--- config.mk ---
export PLATFORM = sky130hd
export DESIGN_NAME = bist_scheduler
export DESIGN_NICKNAME = d
export VERILOG_FILES = /design/src/rtl/bist_scheduler.sv
export SDC_FILE = /design/constraint.sdc
export NUM_CORES = 1
export LEC_CHECK = 0
export CORE_UTILIZATION = 56
export CTS_CLUSTER_DIAMETER = 50
export DETAILED_ROUTE_END_ITERATION = 8
export GPL_ROUTABILITY_DRIVEN = 0
export PLACE_DENSITY_LB_ADDON = 0.08
export RECOVER_POWER = 50
export SLEW_MARGIN = 20
export SYNTH_ARGS = -nofsm -noshare
export SYNTH_HDL_FRONTEND = slang
export SYNTH_SLANG_ARGS = --single-unit
--- constraint.sdc ---
create_clock -name clk -period 2.8 [get_ports clk]
set_input_delay 0.56 -clock clk [delete_from_list [all_inputs] [get_ports clk]]
set_output_delay 0.56 -clock clk [all_outputs]
set_load 0.005 [all_outputs]
--- src/rtl/bist_scheduler.sv ---
// Sequences the SRAM BIST engine over every algorithm in algo_mask and keeps a per-algorithm fail log.
// Optional run watchdog: define BIST_SCHED_TIMEOUT_EN.
module bist_scheduler #(
  parameter int NUM_ALGOS      = 4,
  parameter int SEL_WIDTH      = 2,
  parameter int ADDR_WIDTH     = 8,
  parameter int CNT_WIDTH      = 10,
  parameter int TIMEOUT_CYCLES = 16384
) (
  input  logic                  clk,
  input  logic                  rst,
  input  logic                  go,
  input  logic [NUM_ALGOS-1:0]  algo_mask,
  output logic                  busy,
  output logic                  done,
  output logic                  pass,
  output logic [SEL_WIDTH-1:0]  cur_algo,
  output logic                  bist_start,
  output logic [SEL_WIDTH-1:0]  bist_test_sel,
  input  logic                  bist_done,
  input  logic                  bist_fail,
  input  logic [ADDR_WIDTH-1:0] bist_fail_addr,
  input  logic [SEL_WIDTH-1:0]  log_sel,
  output logic [CNT_WIDTH-1:0]  log_fail_cnt,
  output logic [ADDR_WIDTH-1:0] log_first_addr,
  output logic                  log_valid,
  output logic                  timeout_err
);

  typedef enum logic [2:0] {IDLE, SCAN, RUN, GAP, DONE} state_t;

  state_t                state_q, state_d;
  logic [NUM_ALGOS-1:0]  pending_q, pending_d;
  logic [NUM_ALGOS-1:0]  valid_q, valid_d;
  logic [SEL_WIDTH-1:0]  cur_algo_q, cur_algo_d;
  logic [CNT_WIDTH-1:0]  cnt_q [NUM_ALGOS];
  logic [CNT_WIDTH-1:0]  cnt_d [NUM_ALGOS];
  logic [ADDR_WIDTH-1:0] addr_q [NUM_ALGOS];
  logic [ADDR_WIDTH-1:0] addr_d [NUM_ALGOS];

  logic                  found;
  logic [SEL_WIDTH-1:0]  low_idx;
  logic                  no_fails;

`ifdef BIST_SCHED_TIMEOUT_EN
  logic [14:0] wd_q, wd_d;
  logic        timeout_err_q, timeout_err_d;
  assign timeout_err = timeout_err_q;
`else
  assign timeout_err = 1'b0;
`endif

  // Lowest pending index wins, giving ascending run order.
  always_comb begin
    found   = 1'b0;
    low_idx = '0;
    for (int i = 0; i < NUM_ALGOS; i++) begin
      if (pending_q[i] && !found) begin
        found   = 1'b1;
        low_idx = SEL_WIDTH'(i);
      end
    end
  end

  always_comb begin
    state_d    = state_q;
    pending_d  = pending_q;
    valid_d    = valid_q;
    cur_algo_d = cur_algo_q;
    cnt_d      = cnt_q;
    addr_d     = addr_q;
`ifdef BIST_SCHED_TIMEOUT_EN
    wd_d          = wd_q;
    timeout_err_d = timeout_err_q;
`endif
    case (state_q)
      IDLE, DONE: begin
        if (go) begin
          pending_d = algo_mask;
          valid_d   = '0;
          cnt_d     = '{default: '0};
          addr_d    = '{default: '0};
`ifdef BIST_SCHED_TIMEOUT_EN
          timeout_err_d = 1'b0;
`endif
          state_d   = SCAN;
        end
      end
      SCAN: begin
        if (found) begin
          cur_algo_d         = low_idx;
          pending_d[low_idx] = 1'b0;
          valid_d[low_idx]   = 1'b1;
`ifdef BIST_SCHED_TIMEOUT_EN
          wd_d = '0;
`endif
          state_d = RUN;
        end else begin
          state_d = DONE;
        end
      end
      RUN: begin
        // A fail coinciding with bist_done still belongs to this run.
        if (bist_fail) begin
          if (cnt_q[cur_algo_q] == '0) addr_d[cur_algo_q] = bist_fail_addr;
          if (cnt_q[cur_algo_q] != '1) cnt_d[cur_algo_q] = cnt_q[cur_algo_q] + 1'b1;
        end
`ifdef BIST_SCHED_TIMEOUT_EN
        wd_d = wd_q + 15'd1;
        if (bist_done) begin
          state_d = GAP;
        end else if (wd_q == 15'(TIMEOUT_CYCLES - 1)) begin
          timeout_err_d = 1'b1;
          state_d       = GAP;
        end
`else
        if (bist_done) state_d = GAP;
`endif
      end
      GAP:     state_d = SCAN;
      default: state_d = IDLE;
    endcase
  end

  always_ff @(posedge clk) begin
    if (rst) begin
      state_q    <= IDLE;
      pending_q  <= '0;
      valid_q    <= '0;
      cur_algo_q <= '0;
      cnt_q      <= '{default: '0};
      addr_q     <= '{default: '0};
`ifdef BIST_SCHED_TIMEOUT_EN
      wd_q          <= '0;
      timeout_err_q <= 1'b0;
`endif
    end else begin
      state_q    <= state_d;
      pending_q  <= pending_d;
      valid_q    <= valid_d;
      cur_algo_q <= cur_algo_d;
      cnt_q      <= cnt_d;
      addr_q     <= addr_d;
`ifdef BIST_SCHED_TIMEOUT_EN
      wd_q          <= wd_d;
      timeout_err_q <= timeout_err_d;
`endif
    end
  end

  always_comb begin
    no_fails = 1'b1;
    for (int i = 0; i < NUM_ALGOS; i++) begin
      if (cnt_q[i] != '0) no_fails = 1'b0;
    end
  end

  assign busy          = (state_q == SCAN) || (state_q == RUN) || (state_q == GAP);
  assign done          = (state_q == DONE);
  assign pass          = done && no_fails && !timeout_err;
  assign cur_algo      = cur_algo_q;
  assign bist_start    = (state_q == RUN);
  assign bist_test_sel = cur_algo_q;

  always_comb begin
    log_fail_cnt   = '0;
    log_first_addr = '0;
    log_valid      = 1'b0;
    if (int'(log_sel) < NUM_ALGOS) begin
      log_fail_cnt   = cnt_q[log_sel];
      log_first_addr = addr_q[log_sel];
      log_valid      = valid_q[log_sel];
    end
  end

endmodule
; ---- Word-level counts from Yosys, hierarchy flattened
; Cells that the tools add are included.
[word_totals]
register_bits = 85
[classes]
n_addsub = 1
order_cmp = 6
eq_ne = 11
muxes = 48
bitwise_logic = 5
reduce_logical = 25
[op_table]
columns = operator, n
row1 = 40-bit two-way mux, 3
row2 = 32-bit two-way mux, 3
row3 = 40-bit one-hot mux with 2 select lines, 1
row4 = 32-bit one-hot mux with 2 select lines, 1
row5 = 10-bit two-way mux, 5
row6 = 10-bit binary-select mux with 2-bit select, 2
row7 = 40-bit bitwise mux, 1
row8 = 10-bit nonzero test, 4
row9 = 32-bit bitwise mux, 1
row10 = 8-bit two-way mux, 3
row11 = 10-bit demux with 2-bit select, 1
row12 = 8-bit binary-select mux with 2-bit select, 1
row13 = 8-bit demux with 2-bit select, 1
row14 = 4-bit two-way mux, 4
row15 = 4-bit one-hot mux with 2 select lines, 2
row16 = 3-bit one-hot mux with 4 select lines, 1
row17 = 1-bit two-way mux, 11
row18 = 10-bit by 1-bit adder with 10-bit output (second input constant), 1
row19 = 10-bit zero test, 1
row20 = 10-bit != test (second input constant), 1
row21 = 3-bit two-way mux, 3
row22 = 2-bit by 1-bit != test with 1-bit output (second input constant), 4
row23 = 4-bit AND reduction, 2
row24 = 3-bit by 2-bit == test with 1-bit output (second input constant), 2
row25 = other kinds (22), 37

; ---- Depth between registers and ports, before layout
; Gate-level depths: netlist of run 1.
[depth]
word_depth = 18
ltp_mapped = 10

; ---- Worst setup path before layout of run 1
; OpenSTA, ideal clock, no wires.
[synth_timing]
path_type = in2out
startpoint = input log_sel[0]
endpoint = output log_first_addr[6]
arrival_ns = 2.000
required_ns = 2.240
path_slack_ns = 0.240
path_stages = 3
path_cell_list = clkbuf_1 > clkbuf_1 > mux4_2
[synth_between]
elab_chain_len = 4
[synth_lines]
columns = item, line_no
row1 = "start, declared", 23  ; input logic [SEL_WIDTH-1:0] log_sel,
row2 = 2-bit NOT with 3-bit output (implied by the code), 171  ; log_first_addr = addr_q[log_sel];
row3 = 8-bit binary-select mux with 2-bit select, 171
row4 = 8-bit two-way mux (implied by the code) (2 in series), 171
row5 = "end, declared", 25  ; output logic [ADDR_WIDTH-1:0] log_first_addr,
; Every way passes these cells. The select of a mux whose other input is x is not followed.

; ---- Worst setup path after layout of run 1
[layout_timing]
startpoint = register cur_algo_q[0], in the netlist bist_test_sel[0]
endpoint = register cnt_q[11] in the netlist's numbering
[layout_between]
elab_chain_len = 9
word_cells_on_any_way = 17
[layout_lines]
columns = item, line_no
row1 = "start, declared", 35  ; logic [SEL_WIDTH-1:0] cur_algo_q, cur_algo_d;
row2 = "start signal, assigned", 141  ; cur_algo_q <= cur_algo_d;
row3 = 2-bit NOT with 3-bit output (implied by the code) *, 106  ; if (cnt_q[cur_algo_q] != '1) cnt_d[cur_algo_q] = cnt_q[cur_algo_q] + 1'b1;
row4 = 10-bit binary-select mux with 2-bit select (tied with other cells), 106
row5 = 10-bit two-way mux (implied by the code) or 1-bit logical AND (tied branches), 106
row6 = 10-bit two-way mux (implied by the code), 106
row7 = 10-bit by 1-bit adder with 10-bit output or 10-bit demux with 2-bit select (tied branches), 106
row8 = 40-bit bitwise mux, 106
row9 = 40-bit two-way mux, 106
row10 = 40-bit two-way mux, 104  ; if (bist_fail) begin
row11 = 40-bit one-hot mux with 2 select lines, 76  ; case (state_q)
row12 = "end signal, assigned", 142  ; cnt_q <= cnt_d;
row13 = "end, declared", 36  ; logic [CNT_WIDTH-1:0] cnt_q [NUM_ALGOS];
; Mark *: on every way between the ends. The rest lies on a longest branch, timed or not. The select of a mux whose other input is x is not followed.
; A chain may end at the register's enable or synchronous reset.

==> summary.txt, run 1 <==
Global route
  – Number of global-route vias before repair: approximately 3300
  – First-pass GRT wire length: 17000 um
  – Antenna violations before repair: 0
  – GRT Total Usage: 0.300
  – Gr ovfl total: 0
  – Largest net degree at the start of global routing: 17

Clock tree
  – Num CTS Buffers: 9
  – Depth of the CTS H-tree: 3
  – CTS Sinks: 85
  – Clock latency on the worst-skew pair: ~360 ps
  – CTS hold repair buffers: 0
  – CTS root buf: clkbuf_8
  – Worst-path clk slew: around 90 ps
  – CTS max path bufs: 2
  – TritonCTS clock tree: yes

Logic synthesis
  – Register area share after synthesis: 0.424
  – Post-Synthesis Cell Area: between 4000 and 5000 sq um
  – Mux share of post-synthesis cell area: 0.169
  – Number of synthesized flops with an enable pin: 0
  – Top cell type's share of synthesized area: 0.424
  – Prevailing post-synth register cell: dfxtp_1
  – Compound-Gate Fraction of Synth Area: 0.200
  – Syn Area/Cell: around 11 sq um
  – Leading area contributor after synthesis: dfxtp_1
  – Synth area leaders: dfxtp_1, mux4_2, a22o_1
  – Post-synthesis adder-cell area fraction: 0.00624
  – Syn Nets: about 380
  – Count of cell types in the netlist: between 40 and 50
  – Post-Synth XOR/XNOR Area: 0.0109
  – Seq cells post-synth: 85
  – Main combinational cell family by area after synthesis: compound AO/OA/AOI/OAI gates
  – Post-synth ARST share: 0
  – Syn. warnings: 0
  – Simple-Gate Fraction of Synth Area: 0.150
  – Synth Instances: ~360

Power and ir drop
  – Power per cell area: 475 nW/um^2
  – Static leakage: 1.89 nW
  – Worst IR drop on VDD: 339 uV

STA
  – Worst-Margin Slew: just under 700 ps
  – Tmin final: around 2700 ps
  – Max Slew Vio Count: 0
  – RSZ-0062 raised after global routing: false
  – Endpoints failing setup: 0
  – Final Hold Fails: 0
  – Max Fclk: between 300 and 400 MHz
  – Post-route setup slack: approximately 84 ps
  – Part of the cycle the worst path needs: 0.970
  – Setup TNS: 0 ps
  – Slew HR: 0.542
  – Clock skew: between 9 and 10 ps

Cells and area
  – N_diodes: 0
  – Finished Layout Cells: 531
  – Reg area: between 1500 and 2000 sq um
  – Fin area: around 5000 sq um
  – Layout cells sized above 1: 0.209
  – Area grow syn2layout: 24.0%
  – Multi-input logic area: 2160 sq um
  – Nets: 451
  – Fillers: around 520

Job
  – Max-cap viol count: 0

Route
  – Initial DRT Pass Iterations: 6
  – Per-cell routed wire length: ~20 um
  – Drt total wl: ~11000 um
  – Vias: 3405
  – # DRC: 0
  – DR vias/cell: approximately 6.4
  – Routed Antenna Nets: 0
  – First DRT Iteration DRCs: 361

Placement
  – Placed Cells: about 510
  – Hpwl dp: about 7700 um
  – DP Area: around 4800 sq um
  – Dpl ws: 7.54 ps
  – # port buffers: 45

Status
  – Run status: complete, no violations

Floorplanning
  – Chip Height: approximately 87 um
  – Io pins: 47
  – Core area: about 7000 sq um
  – Rows: 30
  – Initial Util: 0.584
  – Chip width: 86.7 um
  – Die area: between 7000 and 8000 sq um

Worst hold path
  – Hold Crit Class: flip-flop to flip-flop

Critical path
  – Kind of critical path: flip-flop to flip-flop
  – Worst EP required: ~3100 ps
  – CP endpoint kind: flip-flop
  – Arrival @ worst endpoint: 3010 ps
  – CP Launch Type: flip-flop
  – Crit Path Max Fanout: 15
[registers in the layout (all words and copies together) (netlist names)]
name	count
addr_q	32
cnt_q	40
valid_q	4
bist_test_sel	2
pending_q	4
state_q	3
[cell usage in the layout (no fill, tap or decap), types with 5 or more instances in the layout]
cell,synthesis,routed
clkbuf_1,10,7
clkdlybuf4s50_1,0,33
o2bb2ai_1,16,16
nor3_1,14,13
dlygate4sd3_1,0,10
mux4_2,22,22
a21oi_1,8,8
buf_4,4,28
nand2_1,14,14
dfxtp_1,85,85
nor4_1,11,11
nor2_1,24,24
clkbuf_8,0,9
nand3_1,4,5
a22o_1,56,56
and2_1,5,5
mux4_1,7,7
inv_1,8,8
[cells by family (layout without fill, tap and decap cells)]
group / count (synthesis) / after routing
simple gates: 105 / 105
compound gates: 98 / 98
flops: 85 / 85
buf+inv: 30 / 110
mux: 29 / 29
xor+xnor: 5 / 5
fa+ha+maj: 2 / 2
other cells: 1 / 1
[per-layer routing]
metal / GRT usage / vias to the layer above / part of all wire
li1: - / 1568 / -
met1: 0.438 / 1646 / 0.43
met2: 0.451 / 176 / 0.45
met3: 0.0676 / 15 / 0.10
met4: 0.0773 / 0 / 0.014
met5: 0 / - / 0
[stage by stage]
stage | total power, mW | utilization | hold slack (ps)
floorplan | 1.43 | - | 432
global placement | 1.57 | 0.700 | 451
detailed placement | 1.57 | 0.700 | 466
CTS | 2.37 | 0.726 | 489
global route | 2.46 | 0.725 | 498
finish | 2.37 | 0.725 | 487
[final cells by class]
cell class,instances,area share
Sequential cell,85,0.342
Clock inverter,7,0.0116
Clock buffer,9,0.0249
Inverter,8,0.00603
Multi-Input combinational cell,240,0.433
Timing Repair Buffer,86,0.158
Tap cell,96,0.0241
[report_power, final]
part	total [mW]	switching [mW]	internal (mW)
registers	1.25	0.0258	1.22
clock network	0.824	0.487	0.337
logic	0.292	0.160	0.132
[repair_timing]
item                       CTS  global route
setup endpoints to repair    0            10
resized for setup            0             3
buffers inserted             0             1
[synth_stat cells (3+ instances only)]
library cell  count
nand4_1           4
buf_4             4
and2_1            5
nor3b_1           4
a21oi_1           8
nand3_1           4
xnor2_1           3
mux4_1            7
clkbuf_1         10
o2bb2ai_1        16
nand2_1          14
o21ai_2           4
nor2_1           24
nand3_2           4
buf_2             6
dfxtp_1          85
nor3_1           14
o211ai_1          3
o21ai_0           4
nor4_1           11
mux4_2           22
inv_1             8
a22o_1           56
[final timing paths]
path                                                     from                 endpoint  slack [ps]  cells after the start
worst max-delay path            bist_test_sel[0]$_SDFFE_PP0P_   cnt_q[11]$_SDFFE_PP0P_          80                      7
worst min register to register        addr_q[16]$_SDFFE_PP0P_  addr_q[16]$_SDFFE_PP0P_         490                      1
worst max register to register  bist_test_sel[0]$_SDFFE_PP0P_   cnt_q[11]$_SDFFE_PP0P_          80                      7
worst min-delay path                  addr_q[16]$_SDFFE_PP0P_  addr_q[16]$_SDFFE_PP0P_         490                      1
[critical path: stages (launching register included)]
cell and delay (ps):
dfxtp_1 770, mux4_2 440, ha_1 260, nand4_1 140, or4_1 530, nand3_2 170
clkbuf_2 200, a22o_1 150
Power figures use the tool's default switching activity.
==> run 2, diff against run 1 <==
- CAP_MARGIN: unset -> 20
- CORE_UTILIZATION: 56 -> 60
- clock period: 2.8 -> 3.3 ns (I/O delays scaled with it)
==> run 2 against run 1 <==
Compared with the run above: non-clock buffer count down 30; routed wire length fell by 6.0%; sequential share of layout area increased by 1.9 points; sequential cell count stayed put; global-route usage grew 0.25 points; critical path type is now input port to output port.
==> summary.txt, run 2 (synthesis gave the netlist of run 1 again) <==
Cells and area
  – Reg with most FFs: cnt_q
  – Biggest regs: cnt_q x40, addr_q x32
  – N_diodes: 0 (unchanged)
  – Max reg flops: 40 (unchanged)
  – Layout cells sized above 1: 0.156 (-0.0536)
  – Most frequent cells in the layout: dfxtp_1, a22o_1, clkdlybuf4s50_1
  – Commonest non-fill, non-tap cell in the layout: dfxtp_1
  – Finished Layout Cells: 482 (-9.2%)
  – Area grow syn2layout: 17.5%
  – Nets: 421 (-6.7%)

Route
  – DR vias/cell: 6.91 (+7.8%)
  – # DRC: 0 (unchanged)
  – Vias: 3331 (-2.2%)
  – Drt total wl: 10000 um (-6.0%)
  – Initial DRT Pass Iterations: 5 (-1)
  – Per-cell routed wire length: 20.8 um (+3.5%)
  – Routed Antenna Nets: 0 (unchanged)
  – First DRT Iteration DRCs: 274 (-24%)

Floorplanning
  – Chip width: 83.8 um (-3.3%)
  – Rows: 29 (-3.3%)
  – Io pins: 47 (unchanged)
  – Core area: 6390 sq um (-7.0%)
  – Chip Height: 83.8 um (-3.3%)
  – Die area: 7020 sq um (-6.5%)
  – Initial Util: 0.628 (+0.0442)

Clock tree
  – CTS root buf: clkbuf_8
  – CTS resizes: 0 (unchanged)
  – Clock latency on the worst-skew pair: 360 ps (about the same)
  – CTS max path bufs: 2 (unchanged)
  – TritonCTS clock tree: yes
  – Depth of the CTS H-tree: 3 (unchanged)
  – CTS hold repair buffers: 0 (unchanged)
  – Worst-path clk slew: 80 ps (about the same)
  – Num CTS Buffers: 9 (unchanged)
  – CTS Sinks: 85 (unchanged)
  – Setup Buffers After CTS: 0 (unchanged)

Global route
  – Largest net degree at the start of global routing: 20 (+3)
  – Number of global-route vias before repair: 3234 (-0.83%)
  – Gr ovfl total: 0 (unchanged)
  – Antenna violations before repair: 0 (unchanged)
  – First-pass GRT wire length: 16400 um (-3.3%)
  – GRT Total Usage: 0.302 (+0.00247)

Power and ir drop
  – Static leakage: 1.77 nW (-6.6%)
  – Worst IR drop on VDD: 325 uV (-4.2%)
  – Power per cell area: 419 nW/um^2 (-12%)

Job
  – Max-cap viol count: 0 (unchanged)

STA
  – RSZ-0062 raised after global routing: false
  – Tmin final: 3150 ps
  – Part of the cycle the worst path needs: 0.954
  – Endpoints failing setup: 0 (unchanged)
  – Max Slew Vio Count: 0 (unchanged)
  – Setup TNS: 0 ps (unchanged)
  – Clock skew: 8.12 ps (-1.69 ps)
  – Slew HR: 0.349 (-0.193)
  – Hold slack: 475 ps (-12.1 ps)
  – Worst-Margin Slew: 974 ps (+288 ps)
  – Final Hold Fails: 0 (unchanged)
  – Post-route setup slack: 153 ps (+69.3 ps)
  – Max Fclk: 318 MHz

Placement
  – Placed Cells: 466 (-9.0%)
  – Hpwl dp: 7030 um (-8.8%)
  – # port buffers: 45 (unchanged)
  – Dpl ws: 265 ps (+257 ps)

Critical path
  – Crit Path Max Fanout: 19 (+4)
  – CP Launch Type: input port
  – R2R depth: 5 (-2)
  – Arrival @ worst endpoint: 2490 ps (-520 ps)
  – Worst EP required: 2640 ps (-460 ps)
  – Kind of critical path: input port to output port
  – CP endpoint kind: output port

Worst hold path
  – Hold Crit Class: flip-flop to flip-flop
  – Hold path cells: 2 (+1)

Status
  – Run status: complete, no violations
==> run 2: changes by cell type in the layout (fill, tap and decap cells not counted), sizes merged <==
cell	before	now
inv	12	10
dlygate4sd3	10	16
buf	32	8
clkbuf	20	13
clkinv	1	4
clkdlybuf4s50	33	29
clkinvlp	2	0
==> run 2: where the power goes <==
group	switching, mW	leakage [nW]	total, mW	internal, mW
logic	0.127	0.985	0.220	0.0938
clock network	0.391	0.0970	0.690	0.299
registers	0.0260	0.686	1.06	1.04
==> run 2: metrics by stage <==
step / utilization / instance area (sq um) / power, mW
2_1_floorplan: - / 4010 / 1.22
3_3_place_gp: 0.711 / 4540 / 1.31
3_5_place_dp: 0.711 / 4540 / 1.31
4_1_cts: 0.740 / 4730 / 1.99
5_1_grt: 0.738 / 4710 / 2.05
6_report: 0.738 / 4710 / 1.98
==> run 2: layout make-up <==
cell class,count,area [sq um]
timing repair buffer,56,547
inverter,8,30.0
fill,459,1670
tap,77,96.3
multi-input combinational,240,2160
clock inverter,6,45.0
sequential,85,1700
clock buffer,10,138
==> run 2: critical path, cell delays in order <==
cell and delay [ps]:
clkdlybuf4s50_1 510, buf_12 200, mux4_2 520, dlygate4sd3_1 590
==> run 2: final timing paths <==
| path | slack, ps | endpoint | startpoint |
|---|---|---|---|
| setup / recovery | 150 | log_fail_cnt[1] | log_sel[1] |
| hold / removal | 480 | valid_q[2]$_SDFFE_PP0P_ | valid_q[2]$_SDFFE_PP0P_ |
| setup reg to reg | 250 | addr_q[5]$_SDFFE_PP0P_ | bist_test_sel[1]$_SDFFE_PP0P_ |
| hold reg to reg | 480 | valid_q[2]$_SDFFE_PP0P_ | valid_q[2]$_SDFFE_PP0P_ |
==> run 2: layer usage <==
| layer | share of wire | vias to the layer above | GRT usage |
|---|---|---|---|
| met5 | 0 | - | 0 |
| met4 | 0.020 | 0 | 0.120 |
| met3 | 0.11 | 21 | 0.0989 |
| met2 | 0.44 | 199 | 0.435 |
| met1 | 0.43 | 1605 | 0.422 |
| li1 | - | 1506 | - |
==> RTL change 1 (settings of run 2) <==
Set the parameter `CNT_WIDTH` to 9 (it was 10).
--- a/src/rtl/bist_scheduler.sv
+++ b/src/rtl/bist_scheduler.sv
@@ -6,3 +6,3 @@
   parameter int ADDR_WIDTH     = 8,
-  parameter int CNT_WIDTH      = 10,
+  parameter int CNT_WIDTH      = 9,
   parameter int TIMEOUT_CYCLES = 16384
Ports: changed (resized log_fail_cnt); port bits go from 47 to 46. No check against the original RTL was run, so the function may have changed too.
==> RTL change 1 against run 2 <==
Via count increased by 38%; combinational power increased by 41%; area after synthesis increased by 16%; register-to-register slack got worse by 0.19 ns; total power increased by 1.9%; utilization decreased by 0.60 points; count of clock-buffer cells in the layout decreased by 1; sequential share of layout area decreased by 6.0 points; cell area increased by 14%; worst setup slack got worse by 0.090 ns; routed wire length increased by 35%; final cell count increased by 32%; first-iteration DRC count increased by 93%; sequential cell count decreased by 4; critical path type is now reg -> reg; critical endpoint is now cnt_q[5].
==> RTL change 1: results (changes against run 2) <==
- First-pass DRT Iterations: 5 (unchanged)
- Sequential fraction of the synthesis area: 34.7% (-7.7 points)
- Placed instance area: 0.00521 sq mm (+15%)
- Synth top area cells: sky130_fd_sc_hd__dfxtp_1 35%, sky130_fd_sc_hd__mux4_2 12%, sky130_fd_sc_hd__o211ai_1 6.4%
- Top_reg_cell synth: sky130_fd_sc_hd__dfxtp_1
- Final design utilization: 73.2% (-0.60 points)
- Detailed Route WL: 13.5 mm (+35%)
- Worst setup slack before clock tree synthesis: 0.0967 ns (-0.168 ns)
- Lkg Pwr: 1.72 nW (-2.9%)
- DRC marker count from the first detailed-route iteration: 528 (+93%)
- Worst max-slew margin expressed relative to the limit: 16.6% (-18 points)
- Detailed Place HPWL: 8.78 mm (+25%)
- Root buffer cell: sky130_fd_sc_hd__clkbuf_8
- Critical path's slowest cell: sky130_fd_sc_hd__or4b_1
- Number of warnings printed during yosys synthesis: 0 (unchanged)
- Registers with the most flip-flops: cnt_q x36, addr_q x32
- Number of buffers inserted during clock tree synthesis: 9 (unchanged)
- Arrival time at the worst endpoint: 3.52 ns (+1.03 ns)
- H-tree depth reported by CTS: 3 (unchanged)
- Input/output buffers: 44 (-2.2%)
- Number of distinct library cells after synthesis: 51 (+4.1%)
- Number of inserted diodes: 0 (unchanged)
- Clock slew at the register clock pins of the worst setup and hold paths: 0.10 ns (+0.02 ns)
- Setup Viol. Count Final: 0 (unchanged)
- Top post-synthesis cells by count: 81 x sky130_fd_sc_hd__dfxtp_1, 43 x sky130_fd_sc_hd__nand3_1, 41 x sky130_fd_sc_hd__clkbuf_1
- Pin count of the biggest net entering global routing: 36 (+80%)
- Top fanout value on the critical path: 8 (-11)
- FFs w/ async S/R, synth: 0% (unchanged)
- Run status: complete, no violations
- Clock insertion delay at the later pin of the skew report: 0.37 ns
- Delay of the slowest cell on the worst path: 0.59 ns (about the same)
- Number of nets in the finished design: 552 (+31%)
- Initial antenna violation count: 0 (unchanged)
- Filler instances: 568 (+24%)
- Overall routing resource usage: 33.4% (+3.2 points)
- Max VDD drop: 0.309 mV (-4.9%)
- Ratio of cells with drive above 1 in the final layout: 16.6% (+1.1 points)
- Via total after detailed routing: 4,581 (+38%)
- Worst clock skew: 0.0136 ns (+0.00543 ns)
- Post-synth net total: 523 (+39%)
- Vias in the first global route: 4,264 (+32%)
- Crit path max-delay family: simple AND/OR/NAND/NOR gates
- Class of the worst hold path: reg -> reg
- Longest Clk Path Bufs: 2 (unchanged)
- Global-route wire length before repair: 21.8 mm (+32%)
RTL change 1: changes by cell type in the layout (fill, tap and decap cells not counted), moves of 14 or more:
cell,run 2,this run
sky130_fd_sc_hd__nand4_1,4,20
sky130_fd_sc_hd__a22o_1,56,0
sky130_fd_sc_hd__o211ai_1,3,40
sky130_fd_sc_hd__buf_4,6,20
sky130_fd_sc_hd__or2_2,2,18
sky130_fd_sc_hd__dlygate4sd3_1,16,2
sky130_fd_sc_hd__o311ai_0,0,32
sky130_fd_sc_hd__nand3_1,4,43
RTL change 1: per-layer routing:
layer  vias to the layer above  wire [um]  track usage, %
met4                         0        334            13.4
met1                      2212       5680            47.3
met2                       278       6190            50.6
li1                       2050          -               -
met3                        41       1300            6.18
met5                         -          0               0
RTL change 1: cell type report:
type	count	share of cell area (%)
Clock buffer	9	2.30
Clock inverter	7	0.997
Inverter	6	0.417
Multi-Input combinational cell	363	51.7
Sequential cell	81	30.1
Tap cell	99	2.30
Timing Repair Buffer	69	12.2
RTL change 1: logic make-up (layout without fill, tap and decap cells):
family                     count (synthesis)  in the layout  synth area share [%]
and+or+nand+nor                          199            199                  23.3
AOI/OAI and AO/OA                        126            126                  20.8
DFF                                       81             81                  34.7
buffers and inverters                     57             91                  5.66
muxes                                     31             31                  14.0
adders and majority gates                  3              3                 0.804
xor gates and xnor gates                   3              3                 0.563
other                                      1              1                0.0803
RTL change 1: repair_timing:
action | CTS | global route
buffers inserted | 0 | 2
setup endpoints to repair | 0 | 6
resized for setup | 0 | 1
hold buffers | 0 | 0
RTL change 1: worst paths after layout:
path | from | end | slack [ns] | cells after the start
setup / recovery | bist_test_sel[1] | cnt_q[5] | 0.06 | 9
hold / removal | valid_q[2] | valid_q[2] | 0.47 | 1
setup reg to reg | bist_test_sel[1] | cnt_q[5] | 0.06 | 9
hold reg to reg | valid_q[2] | valid_q[2] | 0.47 | 1
RTL change 1: stage by stage:
step	TNS [ns]	power [mW]	hold slack [ns]	instances
2_1_floorplan	0	1.22	0.435	501
3_3_place_gp	0	1.34	0.443	616
3_5_place_dp	0	1.34	0.456	616
4_1_cts	0	2.00	0.477	632
5_1_grt	-0.000715	2.07	0.498	634
6_report	0	2.01	0.469	634
RTL change 1: where the power goes:
group          internal, mW  total, mW  switching, mW
clock network         0.278      0.688          0.410
registers             0.991       1.01         0.0228
logic                 0.122      0.310          0.187
total                  1.39       2.01          0.620
==> RTL change 2 (config.mk and constraints of run 2) <==
Without the edit above. Encoding of `state_t`: now one-hot (5 bits for 5 states).
--- a/src/rtl/bist_scheduler.sv
+++ b/src/rtl/bist_scheduler.sv
@@ -29,3 +29,3 @@
 
-  typedef enum logic [2:0] {IDLE, SCAN, RUN, GAP, DONE} state_t;
+  typedef enum logic [4:0] {IDLE = 5'b00001, SCAN = 5'b00010, RUN = 5'b00100, GAP = 5'b01000, DONE = 5'b10000} state_t;
 
Formal check against the unedited RTL: same outputs for any inputs over 4 cycles, from zero or initial values and one cycle with rst high; so few cycles prove little.
==> RTL change 2 against run 2 <==
Cell area is 9.8% higher; register-to-register slack improved by 0.10 ns; critical path type unchanged; clock skew rose by 0.0034 ns; area after synthesis rose by 12%; the run now ends with design-rule violations left; routed wire length rose by 18%; worst setup slack better by 0.14 ns; synthesized cell count rose by 17%; total power is 8.1% higher; sequential cell count increased by 2; worst hold slack better by 0.0068 ns.
==> RTL change 2: results (changes against run 2) <==
- Run status: finished, violations left
- Violated checks: design-rule violations
- Arrival time at the worst endpoint: 2.35 ns (-0.14 ns)
- Worst clock skew: 0.0115 ns (+0.00340 ns)
- PwrDens: 412 mW/mm^2 (-1.6%)
- Register-to-register path setup slack: 0.35 ns (+0.10 ns)
- Hold path startpoint: addr_q[26]
- Root buffer cell: sky130_fd_sc_hd__clkbuf_8
- Hold worst-path end: addr_q[26]
- Transition time at the pin with the least slew margin: 0.898 ns (-0.0759 ns)
- Clock-net power: 0.765 mW (+11%)
- Combinational power share: 12.8% (+1.6 points)
- Filler instances: 552 (+20%)
- Number of buffers inserted during clock tree synthesis: 9 (unchanged)
- Number of instances in the placed design: 545 (+17%)
- Max VDD drop: 0.294 mV (-9.4%)
- Vias in the first global route: 3,553 (+9.9%)
- Cell-internal power: 1.53 mW (+6.7%)
- DRC marker count from the first detailed-route iteration: 472 (+72%)
- Lkg Pwr: 1.81 nW (+2.2%)
- Number of distinct library cells after synthesis: 69 (+41%)
- Delay of the slowest cell on the worst path: 0.53 ns (-0.06 ns)
- Pin count of the biggest net entering global routing: 20 (unchanged)
- Detailed Place HPWL: 8.47 mm (+20%)
- Min-Delay Path Depth: 1 (-1)
- Registers with the most flip-flops: cnt_q x40, addr_q x32, state_q x5
- Detailed Route WL: 11.8 mm (+18%)
- Critical path's slowest cell: sky130_fd_sc_hd__mux4_2
- Synth top area cells: sky130_fd_sc_hd__dfxtp_1 39%, sky130_fd_sc_hd__mux4_2 14%, sky130_fd_sc_hd__a22o_1 10%
- Top post-synthesis cells by count: 87 x sky130_fd_sc_hd__dfxtp_1, 52 x sky130_fd_sc_hd__a22o_1, 35 x sky130_fd_sc_hd__nor2_1
- Number of nets in the finished design: 478 (+14%)
- Post-route DRC violation count: 2 (+2)
- Via/cell ratio: 6.94 (+0.47%)
- Clock slew at the register clock pins of the worst setup and hold paths: 0.10 ns (+0.02 ns)
- Longest Clk Path Bufs: 2 (unchanged)
- Ratio of cells with drive above 1 in the final layout: 15.2% (-0.40 points)
- Top Consumer: sequential cells
- Via total after detailed routing: 3,895 (+17%)
- Overall routing resource usage: 31.8% (+1.6 points)
- Number of cells traversed by the worst register-to-register path: 6 (+1)
- Global-route wire length before repair: 18.6 mm (+13%)
- F_max: 332 MHz (+4.6%)
- Average cell area after synthesis: 10.8 sq um (-4.6%)
- Endpoint of the worst-slack reg-to-reg timing path: cnt_q[37]
- Class of the worst hold path: reg -> reg
- First-pass DRT Iterations: 7 (+2)
- Sequential fraction of the synthesis area: 38.9% (-3.5 points)
- Worst setup slack before clock tree synthesis: 0.294 ns (+0.0293 ns)
- Critical path endpoint: log_fail_cnt[5]
- Input/output buffers: 45 (unchanged)
- Worst R2R Start: bist_test_sel[0]
- Post-synth net total: 436 (+16%)
[RTL change 2: cell types whose count changed in the layout (fill, tap and decap cells not counted), sizes merged, moves of 6 or more]
cell / delta
nor2: +11
o2bb2ai: -16
a32o: +8
dlygate4sd3: -9
clkdlybuf4s50: +9
a21oi: +11
o32ai: +6
[RTL change 2: through the flow]
stage / area, sq um / hold WS, ns / util (%)
finish: 5180 / 0.482 / 71.8
floorplan: 4480 / 0.432 / -
CTS: 5230 / 0.483 / 72.5
global route: 5180 / 0.499 / 71.8
global placement: 5030 / 0.448 / 69.7
detailed placement: 5030 / 0.453 / 69.7
[RTL change 2: layout make-up]
| class | count | share of cell area [%] |
|---|---|---|
| Timing Repair Buffer | 56 | 10.6 |
| Inverter | 9 | 0.652 |
| Clock inverter | 7 | 1.52 |
| Clock buffer | 9 | 2.39 |
| Multi-Input combinational cell | 294 | 48.8 |
| Sequential cell | 87 | 33.6 |
| Tap cell | 99 | 2.39 |
[RTL change 2: layer usage]
layer	up-vias	wire, um	track usage (%)	share of wire (%)
met5	-	0	0	0
met3	38	1240	8.77	11
li1	1741	-	-	-
met4	0	305	12.9	2.6
met1	1872	4850	44.3	41
met2	244	5410	46.9	46
[RTL change 2: cells by family after synthesis]
logic type | Yosys count | synth area share, %
buffers and inverters | 34 | 3.69
flip-flops | 87 | 38.9
AND/OR/NAND/NOR | 126 | 16.8
other | 1 | 0.0838
XOR/XNOR | 9 | 1.76
multiplexers | 29 | 14.7
AO/OA/AOI/OAI | 127 | 23.5
adder cells (fa/ha/maj) | 2 | 0.559
[RTL change 2: worst max-delay path: cells and delay by family]
kind	cells	cell delay, ns
mux	1	0.53
buf+inv	3	1.14
